==> src/rtl/coin_key_frontend_pkg.sv <==
// coin_key_frontend_pkg: key indices, coin encodings and default 50 MHz timing shared by the front end
package coin_key_frontend_pkg;
   localparam int KEY_C05  = 0;
   localparam int KEY_C10  = 1;
   localparam int KEY_CAN  = 2;
   localparam int KEY_TAKE = 3;
   localparam logic [1:0] COIN_NONE = 2'b00;
   localparam logic [1:0] COIN_05   = 2'b01;
   localparam logic [1:0] COIN_10   = 2'b10;
   localparam int DEF_DEBOUNCE_CYCLES = 2500000;
   localparam int DEF_GAP_CYCLES      = 25000000;
   localparam int DEF_CNT_W           = 25;
   function automatic logic [7:0] sat_inc(input logic [7:0] v);
      return (v == 8'hFF) ? v : v + 8'd1;
   endfunction
endpackage

==> src/rtl/coin_key_frontend_key_debounce_pulse.sv <==
// key_debounce_pulse: two-flop synchroniser, debounce counter, stable level and press pulse for one active-low key
module key_debounce_pulse #(
   parameter int DEBOUNCE_CYCLES = 2500000,
   parameter int CNT_W           = 25
) (
   input  logic clk_i,
   input  logic rst_ni,
   input  logic key_n_i,
   output logic stable_o,
   output logic press_o
);
   logic [1:0]       sync_q;
   logic [CNT_W-1:0] cnt_q, cnt_d;
   logic             stable_q, stable_d, press_q, press_d, mismatch, done;
   always_comb begin
      mismatch = sync_q[1] != stable_q;
      done     = mismatch && (cnt_q == CNT_W'(DEBOUNCE_CYCLES - 1));
      cnt_d    = (mismatch && !done) ? cnt_q + CNT_W'(1) : '0;
      stable_d = done ? sync_q[1] : stable_q;
      // pulse is registered alongside the stable level so it costs no extra cycle
      press_d  = stable_q & ~stable_d;
   end
   always_ff @(posedge clk_i or negedge rst_ni) begin
      if (!rst_ni) begin
         sync_q   <= 2'b11;
         cnt_q    <= '0;
         stable_q <= 1'b1;
         press_q  <= 1'b0;
      end else begin
         sync_q   <= {sync_q[0], key_n_i};
         cnt_q    <= cnt_d;
         stable_q <= stable_d;
         press_q  <= press_d;
      end
   end
   assign stable_o = stable_q;
   assign press_o  = press_q;
endmodule

==> src/rtl/coin_key_frontend.sv <==
// coin_key_frontend: debounces the four vending buttons, arbitrates coin presses and counts accepted coins
module coin_key_frontend
   import coin_key_frontend_pkg::*;
#(
   parameter int DEBOUNCE_CYCLES = DEF_DEBOUNCE_CYCLES,
   parameter int GAP_CYCLES      = DEF_GAP_CYCLES,
   parameter int CNT_W           = DEF_CNT_W
) (
   input  logic       clk,
   input  logic       rst,
   input  logic [3:0] key_n,
   input  logic       coin_en,
   output logic [1:0] coin_val,
   output logic       coin_rej,
   output logic       cancel_n,
   output logic       take_n,
   output logic       cancel_pls,
   output logic [7:0] coin_cnt
);
   logic [3:0]       stable, press;
   logic [1:0]       coin_val_q, coin_val_d;
   logic             coin_rej_q, coin_rej_d, cancel_pls_q, coin_any, acc;
   logic [CNT_W-1:0] gap_q, gap_d;
   logic [7:0]       cnt_q, cnt_d;
   for (genvar i = 0; i < 4; i++) begin : g_key
      key_debounce_pulse #(.DEBOUNCE_CYCLES(DEBOUNCE_CYCLES), .CNT_W(CNT_W)) u_key (
         .clk_i(clk), .rst_ni(rst), .key_n_i(key_n[i]), .stable_o(stable[i]), .press_o(press[i])
      );
   end
   // a single reject covers cancel collision, double coin, disabled coins and hold-off alike
   always_comb begin
      coin_any   = press[KEY_C05] | press[KEY_C10];
      coin_rej_d = coin_any & (press[KEY_CAN] | (press[KEY_C05] & press[KEY_C10]) | ~coin_en | (gap_q != '0));
      acc        = coin_any & ~coin_rej_d;
      coin_val_d = acc ? (press[KEY_C05] ? COIN_05 : COIN_10) : COIN_NONE;
      gap_d      = acc ? CNT_W'(GAP_CYCLES - 1) : (gap_q != '0) ? gap_q - CNT_W'(1) : gap_q;
      cnt_d      = press[KEY_CAN] ? 8'd0 : acc ? sat_inc(cnt_q) : cnt_q;
   end
   always_ff @(posedge clk or negedge rst) begin
      if (!rst) begin
         coin_val_q   <= COIN_NONE;
         coin_rej_q   <= 1'b0;
         cancel_pls_q <= 1'b0;
         gap_q        <= '0;
         cnt_q        <= '0;
      end else begin
         coin_val_q   <= coin_val_d;
         coin_rej_q   <= coin_rej_d;
         cancel_pls_q <= press[KEY_CAN];
         gap_q        <= gap_d;
         cnt_q        <= cnt_d;
      end
   end
   assign coin_val   = coin_val_q;
   assign coin_rej   = coin_rej_q;
   assign cancel_pls = cancel_pls_q;
   assign coin_cnt   = cnt_q;
   assign cancel_n   = stable[KEY_CAN];
   assign take_n     = stable[KEY_TAKE];
endmodule

==> config.mk <==
export PLATFORM = sky130hd
export DESIGN_NAME = coin_key_frontend
export DESIGN_NICKNAME = d
export VERILOG_FILES = /design/src/rtl/coin_key_frontend_pkg.sv /design/src/rtl/coin_key_frontend_key_debounce_pulse.sv /design/src/rtl/coin_key_frontend.sv
export SDC_FILE = /design/constraint.sdc
export NUM_CORES = 1
export LEC_CHECK = 0
export CORE_AREA = 10 10 129 131
export CTS_BUF_LIST = sky130_fd_sc_hd__clkbuf_8
export CTS_CLUSTER_SIZE = 8
export DETAILED_ROUTE_END_ITERATION = 10
export DIE_AREA = 0 0 139 141
export HOLD_SLACK_MARGIN = 0.05
export PLACE_DENSITY = 0.75
export SYNTH_ARGS = -nofsm -noshare
export SYNTH_HDL_FRONTEND = slang
export SYNTH_SLANG_ARGS = --single-unit
==> constraint.sdc <==
create_clock -name clk -period 2.55 [get_ports clk]
set_input_delay 0.255 -clock clk [delete_from_list [all_inputs] [get_ports clk]]
set_output_delay 0.255 -clock clk [all_outputs]
set_load 0.01 [all_outputs]
==> summary.md, run 1 <==
| Metric | Value |
|---|---|
| Top Ports | 21 |
| Slew @ Worst Pin | 0.713 ns |
| EDFF count, synth | 0 |
| Core region area | 0.0142 mm^2 |
| Post-synthesis sequential area ratio | 51.5% |
| Unrepaired setup endpoints after global routing | no |
| Via count | 5,482 |
| Row Count | 44 |
| Vias in the first global route | 5,517 |
| Worst Hold Slack | 0.206 ns |
| Syn nets | 760 |
| Crit path kind | flip-flop to flip-flop |
| # diodes | 0 |
| Leading cell type in the layout, fill and taps excluded | dfrtp_1 |
| Maximum vdd drop | 0.384 mV |
| Synth Warn # | 0 |
| Yosys top cell by area | dfrtp_1 |
| Gpl congestion | 0.854 |
| CTS Buffer Depth | 2 |
| Clock sink total | 152 |
| Chip width | 139 um |
| Largest net degree at the start of global routing | 59 |
| Die height | 141 um |
| Critical Path AT | 2.54 ns |
| Type of origin of the critical path | flip-flop |
| Hpwl dp | 10,400 um |
| Commonest non-fill, non-tap cells in the layout | dfrtp_1, nor2_1, xnor2_1, nand3_1, nand2_1 |
| Status | finished, final reports clean |
| Worst EP required | 2.88 ns |
| Die area | 0.0196 mm^2 |
| DRC Markers | 0 |
| Final hold viol count | 0 |
| Dominant synthesized flop cell | dfrtp_1 |
| Initial Utilization | 52.2% |
| DR vias/cell | 5.62 |
| Min-delay worst type | input pin to flip-flop |
| GRT overflow | 0 |
| Yosys top cell area share | 47.3% |
| Tmin final | 2.21 ns |
| Highest clock rate | 453 MHz |
| CTS buffer count | 17 |
| Pre-antenna DRT Iters | 4 |
| #FFs+latches synth | 152 |
| Port Buffers | 20 |
| Clk_skew | 0.0147 ns |
| Post-synth ARST share | 100% |
| Slew Limit Fails | 0 |
| Pwr/cell area | 558 mW/mm^2 |
| Clk root buf | clkbuf_8 |
| # Max-Cap Violations | 0 |
| Synth Area per Inst | 9.94 um^2 |
| Syn Std Cell Area | 0.00741 mm^2 |
| # fillers | 1,188 |
| Resize count post-CTS | 0 |
| Wire per inst | 14.9 um |
| CTS H-Tree Depth | 4 |
| Crit end category | flip-flop |
| Final period util | 86.6% |
| TNS Setup | 0 ns |
| Fin nets | 792 |
| Post-Place Cells | 942 |
| CP max FO | 15 |
| Area grow syn2layout | 10.7% |
| Synth Instances | 746 |
| Leak | 0.00337 uW |
| Initial DRC count | 364 |
| Pre-CTS setup slack | 0.346 ns |
| First-pass GRT wire length | 25,700 um |
| Share of cells above drive strength 1 | 9.61% |
| Initial antenna violation count | 0 |
| Design area | 0.00821 mm^2 |
| Yosys cell types | 51 |
| Reg clk slew, reported paths | 0.08 ns |
| Slew margin rel. | 52.1% |
| Gr usage total | 15.4% |
| Placed inst area | 0.00784 mm^2 |
| Final setup viols | 0 |
| Non-Filler Instances | 975 |
| Routed Antenna Nets | 0 |
| Final WL | 14,500 um |
| Worst-Skew Late Latency | 0.45 ns |
| Crit path setup slack, layout | 0.343 ns |
| Synth area leaders | dfrtp_1, xnor2_1, nor2_1 |
| CTS tree | yes |
-- per-layer routing --
metal  GRT usage, %  wire [um]
met4           6.86        315
met5              0          0
met1           19.4       6810
met3           3.56        422
met2           24.7       6970
-- synthesized netlist by cell type, types with 3 or more instances --
cell type / instances
dfrtp_1: 140
nor2_1: 136
xnor2_1: 66
nand3_1: 41
nand2_1: 40
xor2_1: 35
nand4_1: 33
nor3_1: 25
inv_1: 23
nor4_1: 22
and4_1: 21
a21oi_1: 16
clkbuf_1: 16
o21ai_0: 16
and3_1: 12
dfstp_2: 12
or3_1: 12
ha_1: 7
mux2i_1: 6
nor3b_1: 6
a31oi_1: 5
a31o_2: 4
mux2_2: 4
nand2b_1: 4
nor4b_1: 4
or2_2: 4
and3b_1: 3
-- final cells by class --
type | count | area [um^2] | area share [%]
clock inverters | 12 | 80.1 | 0.976
repair buffers | 34 | 322 | 3.92
flip-flops and latches | 152 | 3820 | 46.5
well taps | 184 | 230 | 2.80
inverters | 23 | 86.3 | 1.05
multi-input cells | 550 | 3400 | 41.4
clock buffers | 20 | 275 | 3.35
-- sequential cells by signal (all words and copies together) (netlist names) --
signal and cells:
cancel_pls 1, coin_cnt 8, coin_rej 1, coin_val 2, g_key.u_key.cnt_q 100, g_key.u_key.press_o 3, g_key.u_key.stable_o 4, g_key.u_key.sync_q 8
gap_q 25
-- repair_timing --
item,CTS,global route
hold buffers,1,0
setup buffers,0,0
endpoints found under the hold margin,79,0
-- metrics by stage --
stage / total power (uW) / util [%]
3_5_place_dp: 3010 / 55.2
3_3_place_gp: 2980 / 55.2
6_report: 4580 / 57.8
2_1_floorplan: 2870 / -
5_1_grt: 4810 / 57.8
4_1_cts: 4640 / 57.8
-- critical path: stages, from the launching register on --
cell and delay, ns:
dfrtp_1 0.43, or4b_1 0.52, or4_1 0.49, nor3_2 0.21, nand2b_1 0.16, buf_4 0.20, nor2_1 0.08
-- power breakdown --
group | switching (uW) | internal [uW] | total (uW)
sequential | 104 | 2510 | 2610
clock | 879 | 741 | 1620
combinational | 215 | 136 | 352
-- cells by family after synthesis --
kind of cell,synth area share [%]
AND/OR/NAND/NOR,26.7
flip-flops,51.5
XOR/XNOR,11.9
AO/OA/AOI/OAI,4.39
buffers and inverters,2.67
multiplexers,1.57
adder cells (fa/ha/maj),1.18
-- worst paths after layout --
| path | slack [ns] | cells after the start | end | startpoint |
|---|---|---|---|---|
| hold / removal | 0.21 | 1 | g_key[2].u_key.sync_q[0] | key_n[2] |
| setup reg to reg | 0.34 | 6 | g_key[3].u_key.cnt_q[14] | g_key[3].u_key.cnt_q[9] |
| hold reg to reg | 0.36 | 0 | g_key[2].u_key.sync_q[1] | g_key[2].u_key.sync_q[0] |
| setup / recovery | 0.34 | 6 | g_key[3].u_key.cnt_q[14] | g_key[3].u_key.cnt_q[9] |
| max in group asynchronous | 1.54 | 3 | g_key[2].u_key.sync_q[0] | rst |
| min in group asynchronous | 0.23 | 2 | g_key[3].u_key.cnt_q[19] | rst |
Power figures use the tool's default switching activity.
==> inputs of run 2 (changes only) <==
--- a/config.mk
+++ b/config.mk
@@ -5,11 +5,11 @@
 export SDC_FILE = /design/constraint.sdc
 export NUM_CORES = 1
 export LEC_CHECK = 0
-export CORE_AREA = 10 10 129 131
+export CORE_AREA = 10 10 100 168
 export CTS_BUF_LIST = sky130_fd_sc_hd__clkbuf_8
 export CTS_CLUSTER_SIZE = 8
 export DETAILED_ROUTE_END_ITERATION = 10
-export DIE_AREA = 0 0 139 141
+export DIE_AREA = 0 0 110 178
 export HOLD_SLACK_MARGIN = 0.05
 export PLACE_DENSITY = 0.75
 export SYNTH_ARGS = -nofsm -noshare
==> run 2 against run 1 <==
Net effect:
- sequential share of layout area is 0.22 points lower
- hold slack worse by 0.0020 ns
- critical path depth stayed put
- wire length is 3.1% higher
- core utilization is 1.5 points higher
- largest power group unchanged
==> summary.md, run 2 (synthesized netlist as in run 1, its figures left out) <==
| Metric | Value |
|---|---|
| Status | finished, final reports clean (unchanged) |
| Post-CTS setup buffer count | 0 (unchanged) |
| Switching share of power | 24.8% (was 26.2%) |
| Worst EP required | 2.88 ns (about the same) |
| Max reg flops | 100 (unchanged) |
| P_int | 3680 uW (was 3380 uW) |
| Min-delay worst type | input pin to flip-flop (unchanged) |
| Pre-antenna DRT Iters | 4 (unchanged) |
| Resize count post-CTS | 0 (unchanged) |
| Initial Utilization | 53.3% (was 52.2%) |
| CTS H-Tree Depth | 4 (unchanged) |
| Clk pwr share | 39.6% (was 35.4%) |
| Gr usage total | 16.3% (was 15.4%) |
| Sequential Power Share | 53.4% (was 57.0%) |
| Routed Antenna Nets | 0 (unchanged) |
| DRC Markers | 0 (unchanged) |
| CTS buffer count | 17 (unchanged) |
| Vias in the first global route | 5,773 (was 5,517) |
| Final setup viols | 0 (unchanged) |
| Biggest regs | g_key.u_key.cnt_q (100), gap_q (25) (unchanged) |
| Slew margin rel. | 57.5% (was 52.1%) |
| Final period util | 88.3% (was 86.6%) |
| Design area | 0.00825 mm^2 (was 0.00821 mm^2) |
| Via count | 5,518 (was 5,482) |
| Crit end category | flip-flop (unchanged) |
| Combinational power share | 7.0% (was 7.7%) |
| Unrepaired setup endpoints after global routing | no (unchanged) |
| Commonest non-fill, non-tap cells in the layout | dfrtp_1, nor2_1, xnor2_1, nand3_1, nand2_1 (unchanged) |
| DR vias/cell | 5.72 (was 5.62) |
| Crit-path slowest cell | or4b_1 (unchanged) |
| CTS tree | yes (unchanged) |
| Clk root buf | clkbuf_8 (unchanged) |
| Die area | 0.0196 mm^2 (about the same) |
| Leading cell type in the layout, fill and taps excluded | dfrtp_1 (unchanged) |
| Leak | 0.00339 uW (was 0.00337 uW) |
| Gpl congestion | 0.917 (was 0.854) |
| Worst-Skew Late Latency | 0.45 ns (about the same) |
| Reg2Reg Setup Slack | 0.30 ns (was 0.34 ns) |
| Share of cells above drive strength 1 | 9.14% (was 9.61%) |
| GRT overflow | 0 (unchanged) |
| Final WL | 15,000 um (was 14,500 um) |
| Tmin final | 2.25 ns (was 2.21 ns) |
| Placed inst area | 0.00781 mm^2 (was 0.00784 mm^2) |
| Hpwl dp | 10,600 um (was 10,400 um) |
| Hold_buf cts | 1 (unchanged) |
| Tot Pwr | 4900 uW (was 4580 uW) |
| Largest reg by FF count | g_key.u_key.cnt_q (unchanged) |
| Area grow syn2layout | 11.3% (was 10.7%) |
| CP bufs+invs | 1 (unchanged) |
| # diodes | 0 (unchanged) |
| Initial antenna violation count | 0 (unchanged) |
| Chip width | 110 um (was 139 um) |
| Initial DRC count | 271 (was 364) |
| Worst Hold Slack | 0.204 ns (was 0.206 ns) |
| Critical Path AT | 2.58 ns (was 2.54 ns) |
| Largest net degree at the start of global routing | 87 (was 59) |
| Port Buffers | 20 (unchanged) |
| Row Count | 57 (was 44) |
| Type of origin of the critical path | flip-flop (unchanged) |
| Wire per inst | 15.5 um (was 14.9 um) |
| Maximum vdd drop | 0.353 mV (was 0.384 mV) |
| CP delay by family, top | simple AND/OR/NAND/NOR gates (unchanged) |
| Clk_skew | 0.0128 ns (was 0.0147 ns) |
| Final hold viol count | 0 (unchanged) |
| Reg clk slew, reported paths | 0.09 ns (was 0.08 ns) |
| Core region area | 0.0139 mm^2 (was 0.0142 mm^2) |
| Top Ports | 21 (unchanged) |
| CTS Buffer Depth | 2 (unchanged) |
| CP max FO | 25 (was 15) |
| Switch Pwr | 1210 uW (was 1200 uW) |
| Highest clock rate | 444 MHz (was 453 MHz) |
| Die height | 178 um (was 141 um) |
| Slew @ Worst Pin | 0.633 ns (was 0.713 ns) |
| Final Util | 59.3% (was 57.8%) |
| First-pass GRT wire length | 26,200 um (was 25,700 um) |
| Fin nets | 789 (was 792) |
| Pwr/cell area | 594 mW/mm^2 (was 558 mW/mm^2) |
| # Max-Cap Violations | 0 (unchanged) |
| Critical Path, Cell by Cell | or4b_1 -> or4_1 -> nor3_2 -> nand2b_1 -> buf_4 -> nor2_1 (unchanged) |
| TNS Setup | 0 ns (unchanged) |
| Crit path kind | flip-flop to flip-flop (unchanged) |
| Crit-path max cell delay | 0.51 ns (was 0.52 ns) |
| Clock sink total | 152 (unchanged) |
| Slew Limit Fails | 0 (unchanged) |
[run 2: final timing paths]
path,startpoint,endpoint,depth (start not counted)
max,g_key[3].u_key.cnt_q[9],g_key[3].u_key.cnt_q[6],6
min,key_n[0],g_key[0].u_key.sync_q[0],1
max reg2reg,g_key[3].u_key.cnt_q[9],g_key[3].u_key.cnt_q[6],6
min reg2reg,g_key[2].u_key.sync_q[0],g_key[2].u_key.sync_q[1],0
max in group asynchronous,rst,g_key[3].u_key.sync_q[0],3
min in group asynchronous,rst,g_key[2].u_key.cnt_q[11],2
[run 2: power groups by stage]
stage	combinational [uW]	clock, uW	sequential, uW
3_3_place_gp	332	0	2650
6_report	343	1940	2620
2_1_floorplan	236	0	2630
4_1_cts	348	1980	2610
5_1_grt	395	2080	2630
3_5_place_dp	346	0	2660
[run 2: through the flow]
stage / setup slack, ns / std cells
floorplan: 0.473 / 746
global placement: 0.359 / 932
detailed placement: 0.300 / 932
CTS: 0.298 / 965
global route: 0.163 / 965
finish: 0.298 / 965
[run 2: layout make-up]
type,count,area (um^2)
clock buffer,20,275
clock inverter,12,150
fill,1169,5660
inverter,23,86.3
multi-input combinational,550,3400
sequential,152,3820
tap,177,221
timing repair buffer,31,299
[run 2: layer usage]
metal	wire length [um]	vias up	GRT usage (%)
met5	0	-	0
met4	333	0	7.24
met3	434	26	3.54
met2	8240	92	29.2
met1	5960	2741	17.7
li1	-	2659	-
==> inputs of run 3 (changes only) <==
--- a/config.mk
+++ b/config.mk
@@ -10,8 +10,8 @@
 export CTS_CLUSTER_SIZE = 8
 export DETAILED_ROUTE_END_ITERATION = 10
 export DIE_AREA = 0 0 110 178
-export HOLD_SLACK_MARGIN = 0.05
-export PLACE_DENSITY = 0.75
+export DONT_BUFFER_PORTS = 1
+export PLACE_DENSITY = 0.73
 export SYNTH_ARGS = -nofsm -noshare
 export SYNTH_HDL_FRONTEND = slang
 export SYNTH_SLANG_ARGS = --single-unit
==> run 3 against run 2 <==
Net effect:
- the run now ends with hold timing left
- die area is the same
- clock skew increased by 0.0024 ns
- maximum frequency decreased by 2.5%
- cell area down 2.4%
- power fell by 2.4%
- global-route usage down 0.25 points
- sequential power hardly changed
- first-iteration DRC count decreased by 16%
- wire length down 0.99%
- sequential share of layout area rose by 1.2 points
- largest cell class unchanged
- largest power group unchanged
==> summary.md, run 3 (synthesized netlist as in run 1, its figures left out) <==
| Metric | Value |
|---|---|
| # Max-Cap Violations | 0 (unchanged) |
| Wire per inst | 15.6 um (was 15.5 um) |
| CTS tree | yes (unchanged) |
| Pwr/cell area | 594 mW/mm^2 (about the same) |
| Final setup viols | 0 (unchanged) |
| Leak | 0.00333 uW (was 0.00339 uW) |
| # fillers | 1,201 (was 1,169) |
| Slew margin rel. | 57.5% (about the same) |
| Tmin final | 2.31 ns (was 2.25 ns) |
| Clock sink total | 152 (unchanged) |
| Type of origin of the critical path | flip-flop (unchanged) |
| Largest net degree at the start of global routing | 153 (was 87) |
| Initial DRC count | 228 (was 271) |
| CP max FO | 7 (was 25) |
| Die area | 0.0196 mm^2 (unchanged) |
| Fin nets | 772 (was 789) |
| Vias in the first global route | 5,647 (was 5,773) |
| Slew Limit Fails | 0 (unchanged) |
| Failing checks | hold timing |
| Critical Path AT | 2.65 ns (was 2.58 ns) |
| Initial antenna violation count | 0 (unchanged) |
| Gr usage total | 16.1% (was 16.3%) |
| Min-delay worst type | input pin to asynchronous set/reset pin (was input pin to flip-flop) |
| DRC Markers | 0 (unchanged) |
| Worst-Skew Late Latency | 0.45 ns (about the same) |
| Core region area | 0.0139 mm^2 (unchanged) |
| Crit end category | flip-flop (unchanged) |
| Final hold viol count | 152 (was 0) |
| Top Ports | 21 (unchanged) |
| Highest clock rate | 433 MHz (was 444 MHz) |
| Status | finished, violations left (was finished, final reports clean) |
| GRT overflow | 0 (unchanged) |
| CTS Buffer Depth | 2 (unchanged) |
| Slew @ Worst Pin | 0.633 ns (about the same) |
| Final WL | 14,800 um (was 15,000 um) |
| Max reg flops | 100 (unchanged) |
| Via count | 5,500 (was 5,518) |
| Pre-CTS setup slack | 0.276 ns (was 0.300 ns) |
| Row Count | 57 (unchanged) |
| CTS H-Tree Depth | 4 (unchanged) |
| Commonest non-fill, non-tap cells in the layout | dfrtp_1, nor2_1, xnor2_1, nand3_1, nand2_1 (unchanged) |
| Chip width | 110 um (unchanged) |
| Die height | 178 um (unchanged) |
| Resize count post-CTS | 0 (unchanged) |
| CTS buffer count | 17 (unchanged) |
| First-pass GRT wire length | 25,600 um (was 26,200 um) |
| Maximum vdd drop | 0.396 mV (was 0.353 mV) |
| Reg clk slew, reported paths | 0.08 ns (was 0.09 ns) |
| DR vias/cell | 5.81 (was 5.72) |
| Gpl congestion | 0.916 (was 0.917) |
| Largest reg by FF count | g_key.u_key.cnt_q (unchanged) |
| Hold_buf cts | 5 (was 1) |
| Biggest regs | g_key.u_key.cnt_q (100), gap_q (25) (unchanged) |
| Clk root buf | clkbuf_8 (unchanged) |
| Crit path setup slack, layout | 0.241 ns (was 0.298 ns) |
| Final period util | 90.6% (was 88.3%) |
| Port Buffers | 0 (was 20) |
| Reg2Reg Depth | 7 (was 6) |
| Leading cell type in the layout, fill and taps excluded | dfrtp_1 (unchanged) |
| Initial Utilization | 53.3% (unchanged) |
| Worst EP required | 2.89 ns (was 2.88 ns) |
| Worst Hold Slack | -0.505 ns (was 0.204 ns) |
| Clk_skew | 0.0153 ns (was 0.0128 ns) |
| TNS Setup | 0 ns (unchanged) |
| # diodes | 0 (unchanged) |
| Pre-antenna DRT Iters | 5 (was 4) |
| Hpwl dp | 10,400 um (was 10,600 um) |
| Unrepaired setup endpoints after global routing | no (unchanged) |
| Crit path kind | flip-flop to flip-flop (unchanged) |
| Routed Antenna Nets | 0 (unchanged) |
| Area grow syn2layout | 8.56% (was 11.3%) |
| Share of cells above drive strength 1 | 8.83% (was 9.14%) |
| Post-CTS setup buffer count | 0 (unchanged) |
-- run 3: where the power goes --
part	internal, uW	total [uW]	switching (uW)
sequential	2510	2610	105
clock	1020	1880	853
combinational	125	289	164
total	3660	4780	1120
-- run 3: through the flow --
| step | total power (uW) | cells | cell area (um^2) | utilization (%) |
|---|---|---|---|---|
| finish | 4780 | 947 | 8050 | 57.9 |
| global route | 4970 | 947 | 8050 | 57.9 |
| CTS | 4820 | 947 | 8050 | 57.9 |
| detailed placement | 2940 | 911 | 7590 | 54.6 |
| global placement | 2920 | 911 | 7590 | 54.6 |
| floorplan | 2870 | 746 | 7410 | - |
-- run 3: worst max-delay path: stages (launching register included) --
cell and delay (ns):
dfrtp_1 0.42, inv_1 0.10, ha_1 0.14, nor3b_1 0.25
nand4_1 0.39, nor3_4 0.46, nand2_2 0.11, mux2_1 0.33
-- run 3: cell type report --
class	instances	area, um^2	share of cell area, %
Clock buffer	20	275	3.42
Clock inverter	11	131	1.63
Inverter	23	86.3	1.07
Multi-Input combinational cell	550	3400	42.2
Sequential cell	152	3820	47.5
Tap cell	177	221	2.75
Timing Repair Buffer	14	118	1.46
-- run 3: worst paths after layout --
kind | start | end | slack, ns
setup / recovery | gap_q[0] | coin_cnt[1] | 0.24
hold / removal | rst | g_key[2].u_key.cnt_q[13] | -0.51
setup reg to reg | gap_q[0] | coin_cnt[1] | 0.24
hold reg to reg | g_key[2].u_key.sync_q[0] | g_key[2].u_key.sync_q[1] | 0.36
max in group asynchronous | rst | g_key[0].u_key.stable_o | 2.76
min in group clk | coin_en | coin_rej | 0.16
-- run 3: routing by layer --
metal	GRT usage, %	part of all wire (%)	vias up
met1	17.2	39	2722
met3	3.36	3.5	42
met5	0	0	-
li1	-	-	2630
met4	7.35	2.9	0
met2	29.0	55	106
